--- src/rtl/alu_sequencer_pkg.sv ---
// Shared definitions for the ALU sequencer: opcodes, FSM states, PSR flag bits
// and small opcode-classification helpers.
package alu_sequencer_pkg;

   typedef enum logic [4:0] {
      OP_ADD  = 5'd0,
      OP_SUB  = 5'd1,
      OP_CMP  = 5'd2,
      OP_AND  = 5'd3,
      OP_OR   = 5'd4,
      OP_XOR  = 5'd5,
      OP_NOT  = 5'd6,
      OP_LSH  = 5'd7,
      OP_RSH  = 5'd8,
      OP_ARSH = 5'd9
   } opcode_e;

   typedef enum logic [1:0] {
      S_IDLE,
      S_READ,
      S_EXEC,
      S_WB
   } state_e;

   // Bit positions inside alu_flags / psr, {N,Z,F,L,C}
   localparam int unsigned FLAG_C = 0;
   localparam int unsigned FLAG_L = 1;
   localparam int unsigned FLAG_F = 2;
   localparam int unsigned FLAG_Z = 3;
   localparam int unsigned FLAG_N = 4;

   function automatic logic op_legal(input logic [4:0] op);
      return op <= 5'(OP_ARSH);
   endfunction

   // CMP only produces flags; illegal opcodes produce nothing
   function automatic logic op_writes_reg(input logic [4:0] op);
      return op_legal(op) && (op != 5'(OP_CMP));
   endfunction

   function automatic logic op_updates_psr(input logic [4:0] op);
      return (op == 5'(OP_ADD)) || (op == 5'(OP_SUB)) || (op == 5'(OP_CMP));
   endfunction

   function automatic logic [15:0] ext_imm(input logic [7:0] imm, input logic sgn);
      return sgn ? {{8{imm[7]}}, imm} : {8'h00, imm};
   endfunction

endpackage

--- src/rtl/alu_regfile.sv ---
// 16x16 register file: one write port, two read paths latched on rd_en,
// and a combinational debug read port.
module alu_regfile
   import alu_sequencer_pkg::*;
(
   input  logic        clk,
   input  logic        reset,
   input  logic        we,
   input  logic [3:0]  waddr,
   input  logic [15:0] wdata,
   input  logic        rd_en,
   input  logic [3:0]  raddr_a,
   input  logic [3:0]  raddr_b,
   output logic [15:0] rdata_a,
   output logic [15:0] rdata_b,
   input  logic [3:0]  dbg_addr,
   output logic [15:0] dbg_data
);

   logic [15:0] regs [16];

   // Register storage with the single write port
   always_ff @(posedge clk or posedge reset) begin
      if (reset) begin
         for (int unsigned i = 0; i < 16; i++) regs[i] <= '0;
      end else if (we) begin
         regs[waddr] <= wdata;
      end
   end

   // Operand read paths, held stable while the ALU works on them
   always_ff @(posedge clk or posedge reset) begin
      if (reset) begin
         rdata_a <= '0;
         rdata_b <= '0;
      end else if (rd_en) begin
         rdata_a <= regs[raddr_a];
         rdata_b <= regs[raddr_b];
      end
   end

   assign dbg_data = regs[dbg_addr];

endmodule

--- src/rtl/alu_sequencer.sv ---
// Four-state instruction sequencer (IDLE/READ/EXEC/WB) that feeds an external
// ALU from the register file and retires results into registers and the PSR.
module alu_sequencer
   import alu_sequencer_pkg::*;
(
   input  logic        clk,
   input  logic        reset,
   input  logic        instr_valid,
   output logic        instr_ready,
   input  logic [4:0]  op_in,
   input  logic [3:0]  rdest_in,
   input  logic [3:0]  rsrc_in,
   input  logic [7:0]  imm_in,
   input  logic        imm_sel,
   input  logic        imm_signed,
   output logic [15:0] alu_rsrc,
   output logic [15:0] alu_rdest,
   output logic [4:0]  alu_op,
   input  logic [15:0] alu_out,
   input  logic [4:0]  alu_flags,
   output logic [4:0]  psr,
   output logic        done,
   output logic        err,
   input  logic [3:0]  dbg_addr,
   output logic [15:0] dbg_data
);

   state_e      state;
   logic [4:0]  op_q;
   logic [3:0]  rdest_q;
   logic [3:0]  rsrc_q;
   logic [15:0] imm_q;
   logic        imm_sel_q;
   logic [15:0] result_q;
   logic [4:0]  flags_q;
   logic [15:0] opa;
   logic [15:0] opb_reg;
   logic        reg_we;

   assign reg_we = (state == S_WB) && op_writes_reg(op_q);

   alu_regfile u_regfile (
      .clk      (clk),
      .reset    (reset),
      .we       (reg_we),
      .waddr    (rdest_q),
      .wdata    (result_q),
      .rd_en    (state == S_READ),
      .raddr_a  (rdest_q),
      .raddr_b  (rsrc_q),
      .rdata_a  (opa),
      .rdata_b  (opb_reg),
      .dbg_addr (dbg_addr),
      .dbg_data (dbg_data)
   );

   // Sequencer FSM with registered handshake/status outputs and PSR
   always_ff @(posedge clk or posedge reset) begin
      if (reset) begin
         state       <= S_IDLE;
         instr_ready <= 1'b1;
         done        <= 1'b0;
         err         <= 1'b0;
         op_q        <= '0;
         rdest_q     <= '0;
         rsrc_q      <= '0;
         imm_q       <= '0;
         imm_sel_q   <= 1'b0;
         result_q    <= '0;
         flags_q     <= '0;
         psr         <= '0;
      end else begin
         case (state)
            S_IDLE: begin
               done <= 1'b0;
               err  <= 1'b0;
               if (instr_valid && instr_ready) begin
                  op_q        <= op_in;
                  rdest_q     <= rdest_in;
                  rsrc_q      <= rsrc_in;
                  imm_q       <= ext_imm(imm_in, imm_signed);
                  imm_sel_q   <= imm_sel;
                  instr_ready <= 1'b0;
                  state       <= S_READ;
               end
            end
            S_READ: state <= S_EXEC;
            S_EXEC: begin
               result_q <= alu_out;
               flags_q  <= alu_flags;
               done     <= 1'b1;
               err      <= !op_legal(op_q);
               state    <= S_WB;
            end
            S_WB: begin
               if (op_updates_psr(op_q)) psr <= flags_q;
               done        <= 1'b0;
               err         <= 1'b0;
               instr_ready <= 1'b1;
               state       <= S_IDLE;
            end
            default: state <= S_IDLE;
         endcase
      end
   end

   // ALU drive: operands only during EXEC, CMP presented to the ALU as SUB
   always_comb begin
      alu_op    = '0;
      alu_rdest = '0;
      alu_rsrc  = '0;
      if (state == S_EXEC) begin
         alu_op    = (op_q == 5'(OP_CMP)) ? 5'(OP_SUB) : op_q;
         alu_rdest = opa;
         alu_rsrc  = imm_sel_q ? imm_q : opb_reg;
      end
   end

endmodule

--- config.mk ---
export PLATFORM = sky130hd
export DESIGN_NAME = alu_sequencer
export DESIGN_NICKNAME = d
export VERILOG_FILES = /design/src/rtl/alu_sequencer_pkg.sv /design/src/rtl/alu_regfile.sv /design/src/rtl/alu_sequencer.sv
export SDC_FILE = /design/constraint.sdc
export NUM_CORES = 1
export LEC_CHECK = 0
export CORE_MARGIN = 2
export CORE_UTILIZATION = 65
export CTS_BUF_LIST = sky130_fd_sc_hd__clkbuf_16
export CTS_CLUSTER_SIZE = 20
export DETAILED_ROUTE_END_ITERATION = 6
export MAX_ROUTING_LAYER = met4
export PLACE_DENSITY = 0.89
export SETUP_SLACK_MARGIN = 0.05
export SYNTH_ARGS = -nofsm -noshare
export SYNTH_HDL_FRONTEND = slang
export SYNTH_HIERARCHICAL = 1
export SYNTH_SLANG_ARGS = --single-unit
--- constraint.sdc ---
create_clock -name clk -period 14.5 [get_ports clk]
set_input_delay 2.9 -clock clk [delete_from_list [all_inputs] [get_ports clk]]
set_output_delay 2.9 -clock clk [all_outputs]
set_load 0.02 [all_outputs]
==> run summary <==
Clock Skew -> 0.0216 ns
Maxcap violations -> 0
Worst vdd rail ir drop -> 0.119 mV
Period Utilization, post-route -> 0.600
Crit path time final -> 8.70 ns
Starting density of the core -> 0.656
GRT Util Overall -> 0.356
Final nets -> 1,332
Leak Pwr -> 9.33 nW
Avg Cell Area, Syn -> 15.8 um^2
Post-synthesis async set-or-reset flop share -> 1.00
Crit path depth -> 5
Reg2reg path depth -> 7
Vias in the first global route -> 13,000
Die area -> 31,100 um^2
Cell variety after synth -> 49
Final hold violations -> 0
CP required -> 11.60 ns
Final setup viols -> 0
Routed wirelength normalized by instance count -> 30.6 um
Layout overhead on the synthesized area -> 11.8%
Clock Tree Root -> clkbuf_16
Post-Syn Nets -> 1,279
Post-synth EDFFs -> 0
Vias per cell -> 7.50
Fin. max-slew vios -> 0
Final Power -> 4.72 mW
CP startpoint -> dbg_addr[0]
Clock sink total -> 342
RD Place Congestion -> 0.866
Total core area -> 29,400 um^2
Drc violations -> 1
Clk_lat worst skew -> 0.53 ns
Ports -> 112
Crit-path max cell delay -> 0.71 ns
Mapped Area -> 19,300 um^2
Max-slew headroom -> 0.0918
Worst Hold Depth -> 2
Buffer depth of the longest clock path -> 3
CP delay by family, top -> buffers and inverters
Post-route ant nets -> 0
CTS tree -> done
CP startpoint kind -> primary input
Cell Chain, Critical Path -> buf_4, buf_4, mux4_2, mux4_2, clkdlybuf4s50_1
Critical Path AT -> 5.80 ns
RSZ-0062 raised after global routing -> false
Ys Warns -> 6
Number of buffer and inverter stages on the critical path -> 3
Largest net degree at the start of global routing -> 135
Area fraction of the dominant cell type after synthesis -> 0.442
#FFs+latches synth -> 342
Run status -> finished with violations
FMAX -> 115 MHz
Row cnt -> 63
Min-Delay Path Class -> reg2reg
Post-synth top flop -> dfrtp_1
Grt ovf -> 0
Initial drt markers -> 1,607
Crit Path Max Fanout -> 36
H-Tree Depth -> 2
Setup crit end kind -> output port
Clock transition at path regs -> 0.06 ns
Synth cell count leaders -> dfrtp_1, mux2_2, mux4_2
Yosys top cell by area -> dfrtp_1
Post-CTS resize count -> 0
Initial antenna violation count -> 0
Chip width -> 176 um
Post-synthesis sequential area ratio -> 0.444
Antenna fix cells -> 0
TritonRoute pass-1 iters -> 7
First-pass GRT wire length -> 79.6 mm
Post-DP HPWL -> 29.8 mm
Worst Tran Pin Value -> 1.36 ns
Cts hold-fix bufs -> 0
WL final -> 51.8 mm
Setup TNS -> 0 ns
Most common cell in the netlist -> dfrtp_1
Main area contributors after synthesis -> dfrtp_1, mux4_2, mux2_2
Worst Hold Launch -> err
Failing checks -> DRC
Mapped Cells -> 1,223
Die Ht -> 176 um
Share of cells above drive strength 1 -> 0.475
Slowest cell on crit path -> buf_4
CTS Buf Count -> 36
P per Cell Area -> 219 nW/um^2
Via count -> 12,700
Setup Buffers After CTS -> 0
Port Buffer Count -> 111
Crit Path Class -> in2out
Worst R2R Start -> state[0]
[layout by cell type (no fill, tap or decap), drive strengths merged, types with 2 or more instances in the layout]
cell type      instances
clkdlybuf4s50        109
buf                   27
clkinvlp               3
nand3                  3
mux2i                 40
a31oi                  2
or2                    2
nor2b                 11
o21ai                  3
or3                    2
ha                     5
nand2                 10
or4                    3
mux4                 208
mux2                 306
bufinv                 2
inv                   15
and2                  21
nand2b                12
dfrtp                341
a221oi                32
a21boi                 8
nor3                   4
o22ai                 32
a21oi                  3
clkbuf                37
clkinv                16
nor2                  38
[layer usage]
layer	global-route usage	vias to the layer above	part of all wire
li1	-	4945	-
met1	0.458	6529	0.36
met2	0.526	982	0.46
met3	0.0911	244	0.12
met4	0.192	0	0.061
met5	-	-	0
[through the flow]
stage / hold slack [ns] / instance area, um^2 / util / cells / worst slack, ns
after floorplan: 0.450 / 19300 / - / 1223 / 3.65
after global placement: 0.462 / 20400 / 0.696 / 1628 / 5.84
after detailed placement: 0.483 / 20400 / 0.696 / 1628 / 5.79
after CTS: 0.496 / 21600 / 0.734 / 1693 / 5.76
after global routing: 0.519 / 21600 / 0.734 / 1693 / 5.62
final: 0.493 / 21600 / 0.734 / 1693 / 5.80
[power by group]
group,switching [mW],internal [mW]
clock,0.385,0.501
combinational,0.874,1.12
sequential,0.517,1.32
[cell families after synthesis]
group           synth area share
buf+inv                   0.0372
mux                        0.450
compound gates            0.0311
fa+ha+maj                0.00324
flops                      0.444
simple gates              0.0345
[final timing paths]
check                      slack (ns)             endpoint
max                              5.80          dbg_data[9]
max reg2reg                     11.12  u_regfile/regs[130]
min                              0.49                  err
min reg2reg                      0.49                  err
max in group asynchronous        9.96  u_regfile/regs[161]
min in group asynchronous        2.96  u_regfile/regs[237]
[sequential cells by signal, summed over array words and instances (netlist names)]
signal	cells
state	2
psr	5
imm_q	9
u_regfile/rdata_a	16
rdest_q	4
err	1
imm_sel_q	1
u_regfile/rdata_b	16
result_q	16
op_q	5
done	1
rsrc_q	4
u_regfile/regs	256
flags_q	5
instr_ready	1
[tightest hold or removal path, delay by kind of cell, from the launching register on]
kind	cells	cell delay (ns)
AO/OA/AOI/OAI	1	0.07
flip-flops	1	0.34
AND/OR/NAND/NOR	1	0.04
[layout make-up]
type / instances / area, um^2
clock buffers: 37 / 926
clock inverters: 28 / 191
fillers: 1659 / 7840
inverters: 8 / 37.5
multi-input cells: 752 / 10100
flip-flops and latches: 342 / 8570
well taps: 390 / 488
repair buffers: 136 / 1290
Note: power is estimated with default switching activity, not from simulation.
